[config.mk]
export PLATFORM = sky130hd
export DESIGN_NAME = uart_tx
export DESIGN_NICKNAME = d
export VERILOG_FILES = /design/src/rtl/uart_pkg.sv /design/src/rtl/tx_serializer.sv /design/src/rtl/uart_tx.sv
export SDC_FILE = /design/constraint.sdc
export NUM_CORES = 1
export LEC_CHECK = 0
export CAP_MARGIN = 20
export CORE_ASPECT_RATIO = 1.5
export CORE_UTILIZATION = 50
export CTS_CLUSTER_DIAMETER = 120
export CTS_CLUSTER_SIZE = 20
export DETAILED_ROUTE_END_ITERATION = 10
export GPL_ROUTABILITY_DRIVEN = 0
export MAX_ROUTING_LAYER = met4
export PLACE_DENSITY = 0.76
export SKIP_CTS_REPAIR_TIMING = 1
export SYNTH_ARGS = -nofsm -noshare
export SYNTH_HDL_FRONTEND = slang
export SYNTH_SLANG_ARGS = --single-unit
[constraint.sdc]
create_clock -name clk -period 3.4 [get_ports clk]
set_clock_uncertainty 0.05 [all_clocks]
set_input_delay 0.51 -clock clk [delete_from_list [all_inputs] [get_ports clk]]
set_output_delay 0.51 -clock clk [all_outputs]
set_load 0.02 [all_outputs]
[src/rtl/uart_pkg.sv]
// uart_pkg: FSM state encoding plus line-level and parity constants shared by the UART TX and RX paths
package uart_pkg;
  typedef enum logic [2:0] {IDLE, START, DATA, PARITY, STOP} state_t;
  localparam logic START_BIT = 1'b0;
  localparam logic STOP_BIT  = 1'b1;
  localparam logic PAR_EVEN  = 1'b0;
  localparam logic PAR_ODD   = 1'b1;
endpackage

[src/rtl/tx_serializer.sv]
// tx_serializer: word shift register and bit counter feeding the transmitter LSB first
module tx_serializer #(
  parameter int DATA_width = 8
) (
  input  logic                  clk,
  input  logic                  reset_n,
  input  logic                  load,
  input  logic                  shift,
  input  logic [DATA_width-1:0] data,
  output logic                  cur_bit,
  output logic                  nxt_bit,
  output logic                  last
);
  localparam int CW = (DATA_width > 1) ? $clog2(DATA_width) : 1;
  logic [DATA_width-1:0] sreg;
  logic [CW-1:0]         bit_cnt;
  // capture a new word, or retire the bit on the line and step bit_cnt (wrapping after the final bit)
  always_ff @(posedge clk)
    if (!reset_n) begin
      sreg    <= '0;
      bit_cnt <= '0;
    end else if (load) begin
      sreg    <= data;
      bit_cnt <= '0;
    end else if (shift) begin
      sreg    <= sreg >> 1;
      bit_cnt <= last ? '0 : bit_cnt + 1'b1;
    end
  assign cur_bit = sreg[0];
  assign nxt_bit = sreg[1];
  assign last    = bit_cnt == CW'(DATA_width - 1);
endmodule

[src/rtl/uart_tx.sv]
// uart_tx: framed UART transmitter (start, data LSB first, optional parity under UART_TX_PARITY_EN, stop)
module uart_tx
  import uart_pkg::*;
#(
  parameter int DATA_width     = 8,
  parameter int Prescale_width = 6
) (
  input  logic                      clk,
  input  logic                      reset_n,
  input  logic [DATA_width-1:0]     P_DATA,
  input  logic                      Data_Valid,
  input  logic [Prescale_width-1:0] Prescale,
`ifdef UART_TX_PARITY_EN
  input  logic                      PAR_EN,
  input  logic                      PAR_TYP,
`endif
  output logic                      TX_OUT,
  output logic                      busy
);
  state_t                    state, state_nxt;
  logic [Prescale_width-1:0] presc_q, edge_cnt, edge_last;
  logic                      tx_q, tx_nxt, accept, tick, shift, cur_bit, nxt_bit, last, par_go, par_bit;
  assign accept    = (state == IDLE) && Data_Valid;
  assign edge_last = (presc_q > Prescale_width'(1)) ? presc_q - Prescale_width'(1) : '0;
  assign tick      = edge_cnt == edge_last;
  assign TX_OUT    = tx_q;
  assign busy      = state inside {START, DATA, PARITY, STOP};
`ifdef UART_TX_PARITY_EN
  logic par_en_q, par_bit_q;
  // latch the frame's parity choice and precomputed parity bit with the word
  always_ff @(posedge clk)
    if (!reset_n) begin
      par_en_q  <= 1'b0;
      par_bit_q <= 1'b0;
    end else if (accept) begin
      par_en_q  <= PAR_EN;
      par_bit_q <= ^P_DATA ^ (PAR_TYP == PAR_ODD);
    end
  assign par_go  = par_en_q;
  assign par_bit = par_bit_q;
`else
  assign par_go  = 1'b0;
  assign par_bit = 1'b0;
`endif
  tx_serializer #(.DATA_width(DATA_width)) u_ser (
    .clk     (clk),
    .reset_n (reset_n),
    .load    (accept),
    .shift   (shift),
    .data    (P_DATA),
    .cur_bit (cur_bit),
    .nxt_bit (nxt_bit),
    .last    (last)
  );
  // next state and next line level; the line level is registered so TX_OUT changes on the bit edge itself
  always_comb begin
    state_nxt = state;
    tx_nxt    = tx_q;
    shift     = 1'b0;
    case (state)
      IDLE: begin
        state_nxt = Data_Valid ? START : IDLE;
        tx_nxt    = Data_Valid ? START_BIT : STOP_BIT;
      end
      START: if (tick) begin
        state_nxt = DATA;
        tx_nxt    = cur_bit;
      end
      DATA: if (tick) begin
        shift     = 1'b1;
        state_nxt = !last ? DATA : par_go ? PARITY : STOP;
        tx_nxt    = !last ? nxt_bit : par_go ? par_bit : STOP_BIT;
      end
`ifdef UART_TX_PARITY_EN
      PARITY: if (tick) begin
        state_nxt = STOP;
        tx_nxt    = STOP_BIT;
      end
`endif
      STOP: if (tick) begin
        state_nxt = IDLE;
        tx_nxt    = STOP_BIT;
      end
      default: begin
        state_nxt = IDLE;
        tx_nxt    = STOP_BIT;
      end
    endcase
  end
  // state, line register, per-bit edge counter and the prescale latched for the whole frame
  always_ff @(posedge clk)
    if (!reset_n) begin
      state    <= IDLE;
      tx_q     <= STOP_BIT;
      edge_cnt <= '0;
      presc_q  <= '0;
    end else begin
      state    <= state_nxt;
      tx_q     <= tx_nxt;
      edge_cnt <= (state == IDLE || tick) ? '0 : edge_cnt + 1'b1;
      if (accept) presc_q <= Prescale;
    end
endmodule

## After elaboration in Yosys (flattened, before gate mapping)

Index checks and enable logic that the tools add are counted.

- Add/subtract/negate cells: 3
- Bitwise logic cells: 1
- Reductions and logical operators: 8
- Mux-type cells: 18
- Magnitude comparators: 1
- Equality and inequality tests: 9

Operators by type and width:

| cell | count |
|---|---|
| $mux 8 | 2 |
| $mux 3 | 5 |
| $pmux 3 s4 | 1 |
| $mux 1 | 8 |
| $add 6x1->6 const B | 1 |
| $eq 3x2->1 const B | 2 |
| $eq 3x3->1 const B | 2 |
| $eq 6x6->1 | 1 |
| $gt 6x1->1 const B | 1 |
| $mux 6 | 1 |
| $ne 2x2->1 const B | 3 |
| $sub 6x1->6 const B | 1 |
| $pmux 1 s4 | 1 |
| $reduce_bool 4->1 | 1 |
| $reduce_or 2->1 | 2 |
| $add 3x1->3 const B | 1 |
| $eq 3x1->1 const B | 1 |
| $logic_not 3->1 | 1 |
| $reduce_and 3->1 | 1 |
| $reduce_bool 2->1 | 1 |
| $logic_and 1x1->1 | 1 |
| $logic_or 1x1->1 | 1 |
| $not 1->1 | 1 |

- Word-level logic and storage cells: 46
- Bits of input ports: 17
- Flip-flop bits (word level): 27
- Output and inout bits: 2

## Depth between registers and ports, before layout

Gate-level depths: netlist of the first run.

- Word-level depth: 7
- Gate-level depth with buffers: 10
- Depth with buffers taken out: 9

## Hierarchy

Synthesis of the first run repeated with hierarchy kept, for this count alone.

- Cells, all modules: 158
- Area total of the unflattened synthesis: 1493.9 sq um

By module, submodules not included:

| module | area each (sq um) | instances | sequential area each (sq um) | cells each |
|---|---|---|---|---|
| uart_tx | 958.4 | 1 | 320.3 | 110 |
| tx_serializer | 535.5 | 1 | 220.2 | 48 |

## Least setup slack after synthesis of the first run

OpenSTA, ideal clock, no wires.

- Kind: flip-flop to flip-flop
- Start point: register presc_q[0]
- End point: register u_ser.sreg[1]
- Data arrival time: 2393 ps
- Stages on the path, launching flop included: 11
- Buffers on the path: 1
- Clock period less this slack: 2575 ps
- Slack: 825 ps
- Library setup time: 132 ps
- Required time: 3218 ps
- Path through: dfxtp_1 > inv_1 > ha_1 > or2_1 > a211oi_1 > a21oi_1 > o31a_1 > or4_4 > buf_6 > mux2i_1 > a21oi_1

- Longest elaborated chain between the ends: 6
- Elaborated cells on any way between the ends: 7
- Classes of those cells: 1 x add/sub; 1 x order compare; 1 x eq/ne; 3 x mux; 1 x reduce/logical

RTL lines:

| element | RTL line | source |
|---|---|---|
| start, declared | uart_tx.sv:21 | `logic [Prescale_width-1:0] presc_q, edge_cnt, edge_last;` |
| start signal, assigned | uart_tx.sv:101 | `if (accept) presc_q <= Prescale;` |
| $sub 6x1->6 or $gt 6x1->1 (tied branches) | uart_tx.sv:24 | `assign edge_last = (presc_q > Prescale_width'(1)) ? presc_q - Prescale_width'(1) : '0;` |
| $mux 6 * | uart_tx.sv:24 |  |
| $eq 6x6->1 * | uart_tx.sv:25 | `assign tick = edge_cnt == edge_last;` |
| $mux 1 * | uart_tx.sv:69 | `DATA: if (tick) begin` |
| $mux 1 * | uart_tx.sv:60 | `case (state)` |
| $reduce_bool 2->1 (no line) * | -- |  |
| end signal, assigned | tx_serializer.sv:23 | `sreg <= data;` |
| end signal, assigned | tx_serializer.sv:26 | `sreg <= sreg >> 1;` |
| end, declared | tx_serializer.sv:15 | `logic [DATA_width-1:0] sreg;` |

Mark *: on every way between the ends. The rest lies on a longest branch, timed or not.
A chain may end at the register's enable or synchronous reset.

## Final worst setup path of the first run

- Start point: register presc_q[0]
- End point: register u_ser.sreg[2]

The elaborated chain is that of the path after synthesis.

==> impl_metrics.ini, run 1 <==
[logic_synthesis]
synth-seq-cells = 27
yosys-top-cells-count = dfxtp_1 (27), nand2_1 (19), nor2_1 (19)
postSynth.asyncResetShare = 0
yosysMostFrequentCell = dfxtp_1
synth_edf_count = 0
synthFlopType = dfxtp_1
synth_area_mm2 = 0.00142
ys_top_cells_by_area = dfxtp_1 (38%), mux2i_1 (7.7%), nand2_1 (5.0%), nor2_1 (5.0%), a21oi_1 (4.6%)
yosysTopAreaCellShare = 0.380
yosys.area.top_type = dfxtp_1
synth_cell_types = 36
syn-num-nets = 191
synth_area_per_cell_um2 = 8.43
seq_area_frac_synth = 0.380
ys_warn_count = 0
syn_inst = 169

[floorplan]
dieArea_mm2 = 0.00307
coreArea_mm2 = 0.00268
initial_core_util = 0.532
rows = 23
fp.dieH_um = 67.4
die_x_um = 45.6
boundaryPins = 19

[setup_path]
r2r_start = presc_q[0]$_SDFFE_PN0P_
rr_endpoint = u_ser.sreg[2]$_SDFFE_PN0P_
crit_chain = inv_1 > ha_1 > or2_1 > a211oi_1 > a21oi_1 > o31a_1 > or4_4 > mux2i_1 > a21oi_1
startpoint_type = flip-flop
cp_max_fo = 11
worst-r2r-cell-count = 9
crit_arrival_ps = 2860
cp_slowest_stage_delay_ps = 660
critPathKind = reg -> reg
crit_required_ps = 3480
crit_path_top_delay_cell = or4_4
cp-end-kind = flip-flop
regToRegSetupSlack_ps = 630
cp_common_cell = a21oi_1

[status]
run_status = complete, no violations

[timing]
relSlewSlack = 0.570
fin_setup_tns_ps = 0
finalMaxSlewViolations = 0
hold_viol_final = 0
setup_violations = 0
fin_crit_ps = 2770
fmaxAchievable_mhz = 361
rsz0062_at_grt = false
fin_crit_sh = 0.815
tightest_slew_ps = 644

[route]
vias = 1178
drt_wl_total_mm = 2.52
drt_pass1_iterations = 4
drc = 0
via_per_inst = 5.35
wl_per_cell_um = 11.5
ant_nets = 0
drt_iter0_drc = 12

[cells_and_area]
fillCellCount = 255
drive_gt1_frac = 0.0437
seqCellArea_um2 = 541
multiInputGateArea_um2 = 816
area.growth.synth_to_final_pct = 16.4
final_nets = 206
antenna-diode-count = 0
final_cell_area_mm2 = 0.00166

[hold_path]
hold_depth = 2
min_to = u_ser.sreg[7]$_SDFFE_PN0P_
hold_path_class = reg -> reg
min-delay-start = u_ser.sreg[7]$_SDFFE_PN0P_

[clocking]
htree_levels = 1
root_buffer = clkbuf_8
cts_buffers = 3
clock_path_buffers = 2
clk_latency_ps = 270
clkTransAtPathRegs_ps = 80
cts_tree = built
numClockSinks = 27

[global_routing]
grt_pass1_vias = 1121
grt_pass1_wl_mm = 4.46
grt_max_degree = 23
grt_use_total = 0.202
antenna_found_initial = 0
gr-total-overflow = 0

[placed_design]
dp_hpwl_mm = 2.01
placedInstanceArea_mm2 = 0.00161
portBuffers = 18

[pwr]
p_leak_nw = 0.668
ir_drop_uv = 314
p_per_area_mw_per_mm2 = 449

[run]
drv_cap = 0
-- layer usage --
| layer | GRT usage | up-vias | wire length, µm |
|---|---|---|---|
| li1 | - | 616 | - |
| met1 | 0.204 | 535 | 1060 |
| met2 | 0.370 | 22 | 1330 |
| met3 | 0.0241 | 5 | 69 |
| met4 | 0.0909 | 0 | 51 |
| met5 | - | - | 0 |
-- metrics by stage --
stage	total power, W	cells	worst slack (ps)	hold slack, ps	utilization
global route	0.000790	220	476	449	0.619
finish	0.000744	220	628	429	0.619
CTS	0.000753	220	626	435	0.619
detailed placement	0.000576	216	638	418	0.603
global placement	0.000570	216	731	409	0.603
floorplan	0.000519	169	825	390	-
-- worst max-delay path by stage --
stage | start | end | slack [ps] | cells after the start
5_1_grt | presc_q[0]$_SDFFE_PN0P_ | u_ser.sreg[2]$_SDFFE_PN0P_ | 480 | 9
3_3_place_gp | presc_q[0]$_SDFFE_PN0P_ | u_ser.sreg[6]$_SDFFE_PN0P_ | 730 | 9
4_1_cts | presc_q[0]$_SDFFE_PN0P_ | u_ser.sreg[2]$_SDFFE_PN0P_ | 630 | 9
2_1_floorplan | presc_q[0]$_SDFFE_PN0P_ | u_ser.sreg[1]$_SDFFE_PN0P_ | 830 | 10
3_5_place_dp | presc_q[0]$_SDFFE_PN0P_ | u_ser.sreg[2]$_SDFFE_PN0P_ | 640 | 9
6_report | presc_q[0]$_SDFFE_PN0P_ | u_ser.sreg[2]$_SDFFE_PN0P_ | 630 | 9
-- cell families after synthesis --
family,synth area share
adder cells (fa/ha/maj),0.0439
multiplexers,0.0773
XOR/XNOR,0.0615
AO/OA/AOI/OAI,0.171
buffers and inverters,0.0475
flip-flops,0.380
AND/OR/NAND/NOR,0.219
-- flip-flops by register name, indices dropped and copies added (netlist names) --
register / count
u_ser.sreg: 8
edge_cnt: 6
presc_q: 6
state: 3
u_ser.bit_cnt: 3
TX_OUT: 1
-- cell usage in the layout, fill, tap and decap left out, types with 6 or more instances in the layout --
cell type / synthesis / routed
nand2_1: 19 / 19
xnor2_1: 7 / 7
nor2_1: 19 / 19
clkdlybuf4s50_1: 0 / 18
mux2i_1: 11 / 11
a21oi_1: 13 / 13
a21boi_0: 6 / 6
o21ai_0: 10 / 10
inv_1: 8 / 8
dfxtp_1: 27 / 27
nand3_1: 6 / 6
-- power by group --
| part | switching (W) | internal, W | total, W |
|---|---|---|---|
| clock | 0.0000920 | 0.0000838 | 0.000176 |
| combinational | 0.000103 | 0.0000935 | 0.000197 |
| sequential | 0.0000285 | 0.000343 | 0.000371 |
-- cell type report --
type | instances | share of cell area
repair buffers | 18 | 0.109
flip-flops and latches | 27 | 0.326
well taps | 37 | 0.0279
multi-input cells | 126 | 0.492
clock buffers | 4 | 0.0272
inverters | 8 | 0.0181
-- critical path: cells and delay by family (launching register included) --
kind            cells  cell delay, ps
flops               1             490
fa+ha+maj           1             260
mux                 1             210
buf+inv             1             100
simple gates        2             900
compound gates      4             610
Power figures use the tool's default switching activity.
==> inputs of run 2 (changes only) <==
- CORE_UTILIZATION: 50 -> 48
- clock period: 3.4 -> 2.35 ns (I/O delays scaled with it)
==> run 2 against run 1 <==
Clock-buffer cell count fell by 1. Combinational power rose by 87%. Critical path type unchanged. Sequential share of layout area fell by 2.6 points. The run now ends with setup timing left.
==> impl_metrics.ini, run 2 (same netlist as run 1, synthesis figures left out) <==
[status]
run_status = complete, but fails checks
violations = setup timing

[global_routing]
grt_pass1_wl_mm = 4.58
grt_pass1_vias = 1159
grt_max_degree = 23
gr-total-overflow = 0
antenna_found_initial = 0
grt_use_total = 0.201

[cells_and_area]
final_util = 0.669
antenna-diode-count = 0
mostFrequentLayoutCells = dfxtp_1 (24), nand2_1 (19), nor2_1 (18), clkdlybuf4s50_1 (18), a21oi_1 (11)
multiInputGateArea_um2 = 887
top_regs = u_ser.sreg (8), edge_cnt (6), presc_q (6)
final_common_cell = dfxtp_1
fillCellCount = 217
largest-register = u_ser.sreg
final_nets = 218
area.growth.synth_to_final_pct = 28.4
largest_reg_flops = 8
final_cell_area_mm2 = 0.00183
seqCellArea_um2 = 549
drive_gt1_frac = 0.190

[timing]
fmaxAchievable_mhz = 413
finalMaxSlewViolations = 0
fin_setup_tns_ps = -183
fin_crit_ps = 2420
setup_ws_ps = -68.5
fin_crit_sh = 1.03
setup_violations = 11
hold_viol_final = 0
tightest_slew_ps = 622
rsz0062_at_grt = true
relSlewSlack = 0.584

[floorplan]
die_x_um = 46.5
coreArea_mm2 = 0.00273
dieArea_mm2 = 0.00319
rows = 23
fp.dieH_um = 68.7
boundaryPins = 19
initial_core_util = 0.521

[pwr]
ir_drop_uv = 580
p_per_area_mw_per_mm2 = 636
p_leak_nw = 0.741
power_w = 0.00116

[route]
wl_per_cell_um = 12.4
drt_iter0_drc = 15
vias = 1222
drt_wl_total_mm = 2.87
drc = 0
via_per_inst = 5.27
drt_pass1_iterations = 4
ant_nets = 0

[clocking]
clock_path_buffers = 2
numClockSinks = 27
htree_levels = 1
root_buffer = clkbuf_8
cts_buffers = 3
clkTransAtPathRegs_ps = 80
cts_tree = built
clk_latency_ps = 270

[placed_design]
placedInstanceArea_mm2 = 0.00169
portBuffers = 18
dp_hpwl_mm = 2.13

[setup_path]
crit_required_ps = 2440
crit_arrival_ps = 2510
critPathKind = reg -> reg
cp_max_fo = 6
startpoint_type = flip-flop
cp-end-kind = flip-flop

[run]
drv_cap = 0

[hold_path]
hold_path_class = reg -> reg
run 2: cell types whose count changed in the layout (fill, tap and decap cells not counted), sizes merged:
cell and change:
or4 +1, buf +11, clkbuf -1, clkinv +1
run 2: report_power, final:
group / leakage (nW) / internal (W) / switching, W
combinational: 0.493 / 0.000184 / 0.000186
clock: 0.0255 / 0.000119 / 0.000142
sequential: 0.223 / 0.000496 / 0.0000363
total: 0.741 / 0.000798 / 0.000364
run 2: layer usage:
metal	global-route usage	vias up	wire, µm
met5	-	-	0
met4	0.0882	0	51
met3	0.0234	5	61
met2	0.394	19	1550
met1	0.182	557	1210
li1	-	641	-
run 2: cell type report:
cell class / count / share of cell area
Timing Repair Buffer: 29 / 0.146
Sequential cell: 27 / 0.300
Clock inverter: 1 / 0.00274
Multi-Input combinational cell: 127 / 0.485
Tap cell: 37 / 0.0253
Inverter: 8 / 0.0178
Clock buffer: 3 / 0.0226
run 2: worst max-delay path, cell delays in order, from the launching register on:
cell     delay, ps
dfxtp_4        370
or3_4          400
o31ai_4        200
a21oi_2         90
o31a_1         360
or4_4          510
mux2i_2        220
a21oi_1         90
run 2: stage by stage:
step	hold WS, ps	cells	setup WS, ps
after floorplan	390	169	21.6
after global placement	413	224	-0.180
after detailed placement	431	224	-104
after CTS	438	228	-128
after global routing	458	232	-132
final	438	232	-68.5
run 2: path summary, 6_finish.rpt:
| check | startpoint | end | slack, ps | depth (start not counted) |
|---|---|---|---|---|
| max reg2reg | presc_q[3]$_SDFFE_PN0P_ | u_ser.sreg[2]$_SDFFE_PN0P_ | -70 | 7 |
| min reg2reg | u_ser.sreg[7]$_SDFFE_PN0P_ | u_ser.sreg[7]$_SDFFE_PN0P_ | 440 | 2 |
| max | presc_q[3]$_SDFFE_PN0P_ | u_ser.sreg[2]$_SDFFE_PN0P_ | -70 | 7 |
| min | u_ser.sreg[7]$_SDFFE_PN0P_ | u_ser.sreg[7]$_SDFFE_PN0P_ | 440 | 2 |
==> inputs of run 3 (changes only) <==
- CAP_MARGIN: 20 -> 10
==> results of run 3 <==
No change in the layout: final DEF, timing and power equal those of run 2.
